`config.mk`:
```
export PLATFORM = sky130hd
export DESIGN_NAME = uart_mmio_bridge_flat
export DESIGN_NICKNAME = d
export VERILOG_FILES = /design/src/rtl/uart_mmio_bridge_pkg.sv /design/src/rtl/uart_mmio_bridge_if.sv /design/src/rtl/uart_mmio_bridge_sync_fifo.sv /design/src/rtl/uart_mmio_bridge.sv /design/src/flat_wrapper.sv
export SDC_FILE = /design/constraint.sdc
export NUM_CORES = 1
export LEC_CHECK = 0
export CAP_MARGIN = 0
export CORE_ASPECT_RATIO = 0.5
export CORE_MARGIN = 4
export CORE_UTILIZATION = 49
export DETAILED_ROUTE_END_ITERATION = 10
export PLACE_DENSITY = 0.86
export SLEW_MARGIN = 20
export SYNTH_ARGS = -nofsm -noshare
export SYNTH_HDL_FRONTEND = slang
export SYNTH_SLANG_ARGS = --single-unit
```
`constraint.sdc`:
```
create_clock -name clock -period 7.2 [get_ports clock]
set_input_delay 2.16 -clock clock [delete_from_list [all_inputs] [get_ports clock]]
set_output_delay 2.16 -clock clock [all_outputs]
set_load 0.02 [all_outputs]
```
`src/rtl/uart_mmio_bridge_pkg.sv`:
```
// Shared constants, read-select encoding and status-word packing for the UART MMIO bridge.
package uart_mmio_bridge_pkg;

  localparam logic [31:0] UART_BASE_DEFAULT = 32'h1fe0_01e0;
  localparam logic [31:0] UART_DATA_OFS     = 32'd0;
  localparam logic [31:0] UART_STAT_OFS     = 32'd4;

  localparam int STAT_FULL_BIT  = 0;
  localparam int STAT_EMPTY_BIT = 1;
  localparam int STAT_OVF_BIT   = 2;

  typedef enum logic [1:0] {
    RSEL_RAM  = 2'd0,
    RSEL_DATA = 2'd1,
    RSEL_STAT = 2'd2
  } rsel_e;

  function automatic logic [31:0] pack_stat(input logic [7:0] count, input logic ovf,
                                            input logic empty, input logic full);
    logic [31:0] w;
    w                 = '0;
    w[15:8]           = count;
    w[STAT_OVF_BIT]   = ovf;
    w[STAT_EMPTY_BIT] = empty;
    w[STAT_FULL_BIT]  = full;
    return w;
  endfunction

endpackage

```
`src/rtl/uart_mmio_bridge_if.sv`:
```
// Flat RAM-style port: the CPU side drives it as master, the bridge forwards it to RAM as master.
interface uart_mmio_bridge_if;
  logic        en;
  logic [31:0] raddr;
  logic [31:0] rdata;
  logic [31:0] waddr;
  logic [31:0] wdata;
  logic        wen;

  modport master (output en, raddr, waddr, wdata, wen, input  rdata);
  modport slave  (input  en, raddr, waddr, wdata, wen, output rdata);
endinterface

```
`src/rtl/uart_mmio_bridge_sync_fifo.sv`:
```
// Single-clock FIFO with extra-MSB pointers; a push into a full FIFO is accepted when a pop frees the slot.
module sync_fifo #(
  parameter int WIDTH = 8,
  parameter int DEPTH = 16
) (
  input  logic                     clock,
  input  logic                     reset_n,
  input  logic                     push_i,
  input  logic                     pop_i,
  input  logic [WIDTH-1:0]         wdata_i,
  output logic [WIDTH-1:0]         rdata_o,
  output logic                     full_o,
  output logic                     empty_o,
  output logic [$clog2(DEPTH):0]   count_o
);
  localparam int AW = $clog2(DEPTH);

  logic [WIDTH-1:0] mem_q [DEPTH];
  logic [AW:0]      wr_ptr_q, rd_ptr_q;
  logic             push_ok, pop_ok;

  assign empty_o = (wr_ptr_q == rd_ptr_q);
  assign full_o  = (wr_ptr_q[AW] != rd_ptr_q[AW]) && (wr_ptr_q[AW-1:0] == rd_ptr_q[AW-1:0]);
  assign count_o = wr_ptr_q - rd_ptr_q;
  assign pop_ok  = pop_i & ~empty_o;
  assign push_ok = push_i & (~full_o | pop_ok);
  assign rdata_o = mem_q[rd_ptr_q[AW-1:0]];

  // NOTE: storage is not reset; the pointers alone define which entries are valid.
  always_ff @(posedge clock) begin
    if (push_ok) mem_q[wr_ptr_q[AW-1:0]] <= wdata_i;
  end

  always_ff @(posedge clock or negedge reset_n) begin
    if (!reset_n) begin
      wr_ptr_q <= '0;
      rd_ptr_q <= '0;
    end else begin
      if (push_ok) wr_ptr_q <= wr_ptr_q + (AW+1)'(1);
      if (pop_ok)  rd_ptr_q <= rd_ptr_q + (AW+1)'(1);
    end
  end

endmodule

```
`src/rtl/uart_mmio_bridge.sv`:
```
// Passes CPU RAM traffic through and decodes a two-word UART window: TX data queued and drained,
// RX data sampled on read, status readable with a sticky clear-on-read overflow flag.
module uart_mmio_bridge
  import uart_mmio_bridge_pkg::*;
#(
  parameter logic [31:0] UART_BASE  = UART_BASE_DEFAULT,
  parameter int          FIFO_DEPTH = 16,
  parameter int          DRAIN_DIV  = 1
) (
  input  logic                      clock,
  input  logic                      reset_n,
  uart_mmio_bridge_if.slave         cpu,
  uart_mmio_bridge_if.master        ram,
  output logic                      uart_out_valid_o,
  output logic [7:0]                uart_out_ch_o,
  output logic                      uart_in_valid_o,
  input  logic [7:0]                uart_in_ch_i
);
  localparam int               CNT_W      = $clog2(FIFO_DEPTH) + 1;
  localparam int               DRAIN_W    = (DRAIN_DIV > 1) ? $clog2(DRAIN_DIV) : 1;
  localparam logic [31:0]      DATA_ADDR  = UART_BASE + UART_DATA_OFS;
  localparam logic [31:0]      STAT_ADDR  = UART_BASE + UART_STAT_OFS;
  localparam logic [DRAIN_W-1:0] DRAIN_LAST = DRAIN_W'(DRAIN_DIV - 1);

  logic             data_wr, stat_wr, mmio_wr, data_rd, stat_rd;
  logic             fifo_full, fifo_empty, fifo_push, fifo_pop;
  logic [7:0]       fifo_head;
  logic [CNT_W-1:0] fifo_count;

  rsel_e              rsel_q, rsel_d;
  logic [31:0]        mmio_rdata_q, mmio_rdata_d;
  logic               ovf_q, ovf_d;
  logic [DRAIN_W-1:0] drain_q, drain_d;
  logic               out_valid_q;
  logic [7:0]         out_ch_q, out_ch_d;

  // Decode ignores the byte offset within the word.
  assign data_wr = cpu.en & cpu.wen & (cpu.waddr[31:2] == DATA_ADDR[31:2]);
  assign stat_wr = cpu.en & cpu.wen & (cpu.waddr[31:2] == STAT_ADDR[31:2]);
  assign mmio_wr = data_wr | stat_wr;
  assign data_rd = cpu.en & (cpu.raddr[31:2] == DATA_ADDR[31:2]);
  assign stat_rd = cpu.en & (cpu.raddr[31:2] == STAT_ADDR[31:2]);

  assign ram.en    = cpu.en;
  assign ram.wen   = cpu.wen & ~mmio_wr;
  assign ram.raddr = cpu.raddr;
  assign ram.waddr = cpu.waddr;
  assign ram.wdata = cpu.wdata;
  assign cpu.rdata = (rsel_q == RSEL_RAM) ? ram.rdata : mmio_rdata_q;

  assign uart_in_valid_o  = data_rd;
  assign uart_out_valid_o = out_valid_q;
  assign uart_out_ch_o    = out_ch_q;

  assign fifo_pop  = (drain_q == '0) & ~fifo_empty;
  assign fifo_push = data_wr & (~fifo_full | fifo_pop);

  sync_fifo #(.WIDTH(8), .DEPTH(FIFO_DEPTH)) u_tx_fifo (
    .clock   (clock),
    .reset_n (reset_n),
    .push_i  (fifo_push),
    .pop_i   (fifo_pop),
    .wdata_i (cpu.wdata[7:0]),
    .rdata_o (fifo_head),
    .full_o  (fifo_full),
    .empty_o (fifo_empty),
    .count_o (fifo_count)
  );

  // NOTE: every signal written here gets a default first so no latch is inferred.
  always_comb begin
    rsel_d       = rsel_q;
    mmio_rdata_d = mmio_rdata_q;
    if (cpu.en) begin
      if (data_rd) begin
        rsel_d       = RSEL_DATA;
        mmio_rdata_d = {24'b0, uart_in_ch_i};
      end else if (stat_rd) begin
        rsel_d       = RSEL_STAT;
        mmio_rdata_d = pack_stat(8'(fifo_count), ovf_q, fifo_empty, fifo_full);
      end else begin
        rsel_d       = RSEL_RAM;
        mmio_rdata_d = '0;
      end
    end

    // A dropped write in the same cycle as a status read keeps the flag set.
    ovf_d = ovf_q;
    if (stat_rd)                            ovf_d = 1'b0;
    if (data_wr && fifo_full && !fifo_pop)  ovf_d = 1'b1;

    drain_d  = (drain_q == DRAIN_LAST) ? '0 : drain_q + DRAIN_W'(1);
    out_ch_d = fifo_pop ? fifo_head : out_ch_q;
  end

  // NOTE: sequential state uses non-blocking assignments so all registers update together.
  always_ff @(posedge clock or negedge reset_n) begin
    if (!reset_n) begin
      rsel_q       <= RSEL_RAM;
      mmio_rdata_q <= '0;
      ovf_q        <= 1'b0;
      drain_q      <= '0;
      out_valid_q  <= 1'b0;
      out_ch_q     <= '0;
    end else begin
      rsel_q       <= rsel_d;
      mmio_rdata_q <= mmio_rdata_d;
      ovf_q        <= ovf_d;
      drain_q      <= drain_d;
      out_valid_q  <= fifo_pop;
      out_ch_q     <= out_ch_d;
    end
  end

endmodule

```
`src/flat_wrapper.sv`:
```
// flat-port wrapper written by rule: the top's interface ports become plain ports
module uart_mmio_bridge_flat import uart_mmio_bridge_pkg::*;
#(
  parameter logic [31:0] UART_BASE  = UART_BASE_DEFAULT,
  parameter int          FIFO_DEPTH = 16,
  parameter int          DRAIN_DIV  = 1
)
  (clock, reset_n, uart_out_valid_o, uart_out_ch_o, uart_in_valid_o, uart_in_ch_i, cpu_en, cpu_raddr, cpu_waddr, cpu_wdata, cpu_wen, cpu_rdata, ram_en, ram_raddr, ram_waddr, ram_wdata, ram_wen, ram_rdata);
  uart_mmio_bridge_if cpu_i ();
  uart_mmio_bridge_if ram_i ();
  input  logic clock;
  input  logic reset_n;
  output logic uart_out_valid_o;
  output logic [7:0] uart_out_ch_o;
  output logic uart_in_valid_o;
  input  logic [7:0] uart_in_ch_i;
  input wire logic [$bits(cpu_i.en)-1:0] cpu_en;
  input wire logic [$bits(cpu_i.raddr)-1:0] cpu_raddr;
  input wire logic [$bits(cpu_i.waddr)-1:0] cpu_waddr;
  input wire logic [$bits(cpu_i.wdata)-1:0] cpu_wdata;
  input wire logic [$bits(cpu_i.wen)-1:0] cpu_wen;
  output wire logic [$bits(cpu_i.rdata)-1:0] cpu_rdata;
  output wire logic [$bits(ram_i.en)-1:0] ram_en;
  output wire logic [$bits(ram_i.raddr)-1:0] ram_raddr;
  output wire logic [$bits(ram_i.waddr)-1:0] ram_waddr;
  output wire logic [$bits(ram_i.wdata)-1:0] ram_wdata;
  output wire logic [$bits(ram_i.wen)-1:0] ram_wen;
  input wire logic [$bits(ram_i.rdata)-1:0] ram_rdata;
  assign cpu_i.en = cpu_en;
  assign cpu_i.raddr = cpu_raddr;
  assign cpu_i.waddr = cpu_waddr;
  assign cpu_i.wdata = cpu_wdata;
  assign cpu_i.wen = cpu_wen;
  assign cpu_rdata = cpu_i.rdata;
  assign ram_en = ram_i.en;
  assign ram_raddr = ram_i.raddr;
  assign ram_waddr = ram_i.waddr;
  assign ram_wdata = ram_i.wdata;
  assign ram_wen = ram_i.wen;
  assign ram_i.rdata = ram_rdata;
  uart_mmio_bridge #(.UART_BASE(UART_BASE), .FIFO_DEPTH(FIFO_DEPTH), .DRAIN_DIV(DRAIN_DIV)) u_core (.clock(clock), .reset_n(reset_n), .cpu(cpu_i), .ram(ram_i), .uart_out_valid_o(uart_out_valid_o), .uart_out_ch_o(uart_out_ch_o), .uart_in_valid_o(uart_in_valid_o), .uart_in_ch_i(uart_in_ch_i));
endmodule
```
Word-level counts from Yosys, hierarchy flattened
Memories as Yosys holds them, arrays and structs flattened. A register that Yosys moved wholly into a read port is not among the register bits.
Cells that the tools add are included.
{"block": "word_totals", "memories": 1, "register_bits": 47, "mem_bits_rw": 128}
{"block": "op_classes", "reduce_logical": 7, "n_mux": 10, "n_eq_ne": 7, "bitwise": 17, "n_addsub": 4}
{"name": "u_core.u_tx_fifo.mem_q", "words": 16, "width": 8, "read_ports": 1, "rd_ports_with_merged_regs": 1, "wr": 1, "line_no": "uart_mmio_bridge_sync_fifo.sv:18", "rtl": "logic [WIDTH-1:0] mem_q [DEPTH];"}
{"cell": "== test 30 x 27 -> 1 bit, second input constant", "n": 4}
{"cell": "2-to-1 mux 32 bit", "n": 2}
{"cell": "2-to-1 mux 13 bit", "n": 1}
{"cell": "adder 5 x 1 -> 5 bit, second input constant", "n": 2}
{"cell": "AND 1 bit", "n": 10}
{"cell": "== test 5 bit", "n": 1}
{"cell": "2-to-1 mux 1 bit", "n": 5}
{"cell": "subtractor 5 bit", "n": 1}
{"cell": "== test 4 bit", "n": 1}
{"cell": "2-to-1 mux 2 bit", "n": 2}
{"cell": "inverter 1 bit", "n": 4}
{"cell": "logical AND 1 bit", "n": 3}
{"cell": "bitwise OR 1 bit", "n": 3}
{"cell": "zero test 1 bit", "n": 2}
{"cell": "zero test 2 bit", "n": 1}
{"cell": "nonzero test 2 bit", "n": 1}
{"cell": "adder 1 bit, second input constant", "n": 1}
{"cell": "inequality test 1 bit", "n": 1}

Longest topological paths before layout
{"block": "logic_depth", "word_depth": 8, "ltp_mapped": 10, "depth_no_buf": 8}

Modules after synthesis
A second synthesis with hierarchy kept.
{"block": "hier_totals", "cells_unflattened": 530, "area_unflattened_um2": 8027.7}
{"module": "sync_fifo", "instances": 1, "area_each_um2": 5745.5, "seq_area_each_um2": 4093.9, "cells_each": 297}
{"module": "uart_mmio_bridge", "instances": 1, "area_each_um2": 2282.2, "seq_area_each_um2": 625.6, "cells_each": 233}

Least setup slack after synthesis
OpenSTA, ideal clock, no wires.
{"block": "synth_path", "path_type": "input-to-output", "startpoint": "input cpu_waddr[11]", "endpoint": "output ram_wen", "required_time_ns": 5.040, "path_slack_ns": 1.572, "stages": 6, "arrival_time_ns": 3.468, "path_cell_list": "nor4_4 > nand4_2 > or3_1 > buf_6 > buf_6 > and2_1"}
{"block": "synth_between", "elab_chain_len": 5}
{"element": "from (decl)", "line_no": "flat_wrapper.sv:19", "rtl": "input wire logic [$bits(cpu_i.waddr)-1:0] cpu_waddr;"}
{"element": "== test 30 x 27 -> 1 bit, on equally long branches", "line_no": "uart_mmio_bridge.sv:38, uart_mmio_bridge.sv:39"}
{"element": "AND 1 bit, on equally long branches", "line_no": "uart_mmio_bridge.sv:38, uart_mmio_bridge.sv:39"}
{"element": "bitwise OR 1 bit *", "line_no": "uart_mmio_bridge.sv:40", "rtl": "assign mmio_wr = data_wr | stat_wr;"}
{"element": "inverter 1 bit *", "line_no": "uart_mmio_bridge.sv:45", "rtl": "assign ram.wen = cpu.wen & ~mmio_wr;"}
{"element": "AND 1 bit *", "line_no": "uart_mmio_bridge.sv:45"}
{"element": "to (decl)", "line_no": "flat_wrapper.sv:27", "rtl": "output wire logic [$bits(ram_i.wen)-1:0] ram_wen;"}
Every way passes the cells marked *; elsewhere a longest branch is shown, timed or not.

Worst setup path after layout
{"block": "layout_path", "startpoint": "input cpu_en", "endpoint": "output ram_wen"}
{"block": "layout_between", "elab_chain_len": 5}
{"element": "from (decl)", "line_no": "flat_wrapper.sv:17", "rtl": "input wire logic [$bits(cpu_i.en)-1:0] cpu_en;"}
{"element": "AND 1 bit *", "line_no": "uart_mmio_bridge.sv:38, uart_mmio_bridge.sv:39"}
{"element": "AND 1 bit, on equally long branches", "line_no": "uart_mmio_bridge.sv:38, uart_mmio_bridge.sv:39"}
{"element": "bitwise OR 1 bit *", "line_no": "uart_mmio_bridge.sv:40"}
{"element": "inverter 1 bit *", "line_no": "uart_mmio_bridge.sv:45"}
{"element": "AND 1 bit *", "line_no": "uart_mmio_bridge.sv:45"}
Marks and branches as above.

==> run metrics <==
pwr dens=231 nW/um^2; Tmin final=6.51 ns; mean post-synth cell area=14.0 sq um; max-cap violation count=0; fill count=around 1000; predominant post-synthesis flop cell=edfxtp_1; largest family of logic cells by synthesized area=buffers and inverters; vias in the first global route=5293; Final Net Count=848; drt first pass iters=6; die area=roughly 18000 sq um; Via Count=5241; Final HPWL DP=16900 microns; RSZ-0062 raised after global routing=no; critical path peak fanout=6; post-synthesis adder-cell area fraction=1.69%; Via density=5.73; asr flop ratio synth=21.5%; Syn-to-layout area delta=30.8%; Crit Path Class=in2out; Yosys Warn Count=0; die height=97.4 microns; Simple-Gate Fraction of Synth Area=9.50%; drt drc=0; TritonCTS clock tree=built; r2r setup slk=4.61 ns; root buffer cell=clkbuf_16; Worst-Margin Slew=1.08 ns; fin cells=between 900 and 1000; DIE WIDTH=roughly 190 microns; CP required=5.04 ns; Mapped Area=7840 sq um; Post-Syn Nets=709; outcome=complete, no violations; hold slack=just under 0.5 ns; synth unique cells=50; Rows=32; first-pass GRT wire length=between 30000 and 40000 microns; slew margin rel.=27.8%; routed wire length=23400 microns; layout cell share with drive strength beyond 1=12.5%; CP Launch Type=input pin; Post-CTS Resized=0; cts bufs inserted=17; Post-DP Area=9620 sq um; num ports=280; mux contribution to synthesized area=between 10% and 20%; number of setup violations in the final report=0; antenna-violating nets left=0; worst skew pair latency=0.43 ns; maximum number of pins on one net before global-route repair=37; drt initial violations=473; Core Area=15500 sq um; CP endpoint kind=output port; Leak=3.94 nW; Final Core Density=66.0%; Critical Path AT=4.35 ns; Longest Clk Path Bufs=2; Peak VDD IR=0.000202 V; Compound-Gate Fraction of Synth Area=roughly 5.5%; total track usage=25.2%; period utilisation layout=90.4%; Min-Delay Path Class=reg2reg; initial antenna violation count=0; final hold viol count=0; fmax=approximately 150 MHz; CTS clk-pin slew, worst paths=0.07 ns; drt wl/cell=around 26 microns; sequential share of the synthesized area=60.2%; finished layout cell area=10300 sq um; EDFF count, synth=128; placed cell count=883; setup TNS=0 ns; GR Overflow Total=0; setup repair bufs after CTS=0; initial core utilization=about half; CTS Hold Bufs=0; XOR/XNOR share of the synthesized area=1.23%; quantity of I/O buffers inserted on ports=223; GP Congestion=0.911; CTS H-Tree Depth=4; Slew Viols, Final=0; Diodes inserted=0; clock sinks=163; post-synthesis cell count=approximately 560; clock skew=0.00656 ns; Synth Register Bits=163
==> cells in the mapped netlist (7+ instances only) <==
| library cell | count | share of area [%] |
|---|---|---|
| o2bb2ai_1 | 7 | 0.78 |
| mux2i_1 | 49 | 6.3 |
| mux2_2 | 13 | 1.9 |
| edfxtp_1 | 128 | 49 |
| ha_1 | 9 | 1.4 |
| o21ai_0 | 11 | 0.70 |
| a31oi_1 | 8 | 0.64 |
| a221oi_1 | 8 | 0.89 |
| mux4_2 | 8 | 2.3 |
| o22ai_1 | 16 | 1.3 |
| buf_4 | 99 | 9.5 |
| and2_1 | 21 | 1.7 |
| nor3_1 | 7 | 0.45 |
| dfrtp_1 | 35 | 11 |
| nor4b_1 | 10 | 1.1 |
| inv_1 | 10 | 0.48 |
| clkbuf_1 | 14 | 0.67 |
| nor2_1 | 21 | 1.0 |
==> layout by cell type (no fill, tap or decap), types with 4 or more instances in the layout <==
cell type,instances
mux4_2,8
nor4b_2,5
buf_4,19
inv_1,10
nor4b_1,9
nor4_1,4
clkbuf_16,17
a221oi_1,8
a22o_1,5
nand4_1,6
mux2i_1,49
dfrtp_1,34
nor2_1,20
a31oi_1,8
o2bb2ai_1,7
edfxtp_1,128
inv_8,4
and2_1,21
clkdlybuf4s50_1,222
nand2_1,5
o21ai_0,11
xor2_1,5
o22ai_1,16
and4b_1,5
mux2_2,13
xnor2_1,6
inv_6,5
ha_1,9
nor3_1,7
==> state kept, by name (all words and copies together), names as in the netlist <==
signal	cells
u_core.uart_out_ch_o	8
u_core.uart_out_valid_o	1
u_core.u_tx_fifo.mem_q	128
u_core.ovf_q	1
u_core.mmio_rdata_q	13
u_core.u_tx_fifo.rd_ptr_q	5
u_core.rsel_q	2
u_core.u_tx_fifo.wr_ptr_q	5
==> where the power goes <==
part | switching, mW | internal [mW] | leakage [nW]
clock network | 0.418 | 0.500 | 0.295
registers | 0.0232 | 1.04 | 1.61
logic | 0.191 | 0.197 | 2.04
total | 0.632 | 1.74 | 3.94
==> per-stage QoR <==
step           total power, mW  setup WS [ns]
3_3_place_gp              1.46          0.755
4_1_cts                   2.38          0.714
2_1_floorplan             1.30           1.57
5_1_grt                   2.45          0.579
6_report                  2.37          0.694
3_5_place_dp              1.47          0.716
==> worst max-delay path, cell delays in order <==
cell and delay (ns):
clkdlybuf4s50_1 0.62, and4bb_2 0.30, nand4_2 0.15, or3_1 0.42
and2_1 0.17, clkdlybuf4s50_1 0.53
==> worst paths after layout <==
kind                       cells after the start                      endpoint                    startpoint
min in group asynchronous                      1  u_core.u_tx_fifo.wr_ptr_q[1]                       reset_n
setup / recovery                               6                       ram_wen                        cpu_en
setup reg to reg                               6       u_core.uart_out_ch_o[3]  u_core.u_tx_fifo.rd_ptr_q[1]
hold / removal                                 1       u_core.mmio_rdata_q[10]       u_core.mmio_rdata_q[10]
hold reg to reg                                1       u_core.mmio_rdata_q[10]       u_core.mmio_rdata_q[10]
max in group asynchronous                      1  u_core.u_tx_fifo.rd_ptr_q[0]                       reset_n
==> per-layer routing <==
layer	routed length [microns]	GRT usage (%)
met1	9020	32.3
met2	11700	42.5
met3	2170	7.47
met4	473	6.64
met5	0	0
==> final cells by class <==
cell class	instances	area, sq um	area share (%)
repair buffers	242	2370	23.1
clock inverters	15	184	1.79
multi-input cells	263	2260	22.0
flip-flops and latches	163	4720	46.0
well taps	204	255	2.49
clock buffers	17	425	4.15
inverters	11	41.3	0.403
==> logic make-up (layout without fill, tap and decap cells) <==
family / count (synthesis) / count (layout)
AOI/OAI and AO/OA: 63 / 63
buffers and inverters: 133 / 285
muxes: 70 / 70
and+or+nand+nor: 109 / 109
DFF: 163 / 163
xor gates and xnor gates: 11 / 11
adders and majority gates: 10 / 10
Power figures use the tool's default switching activity.
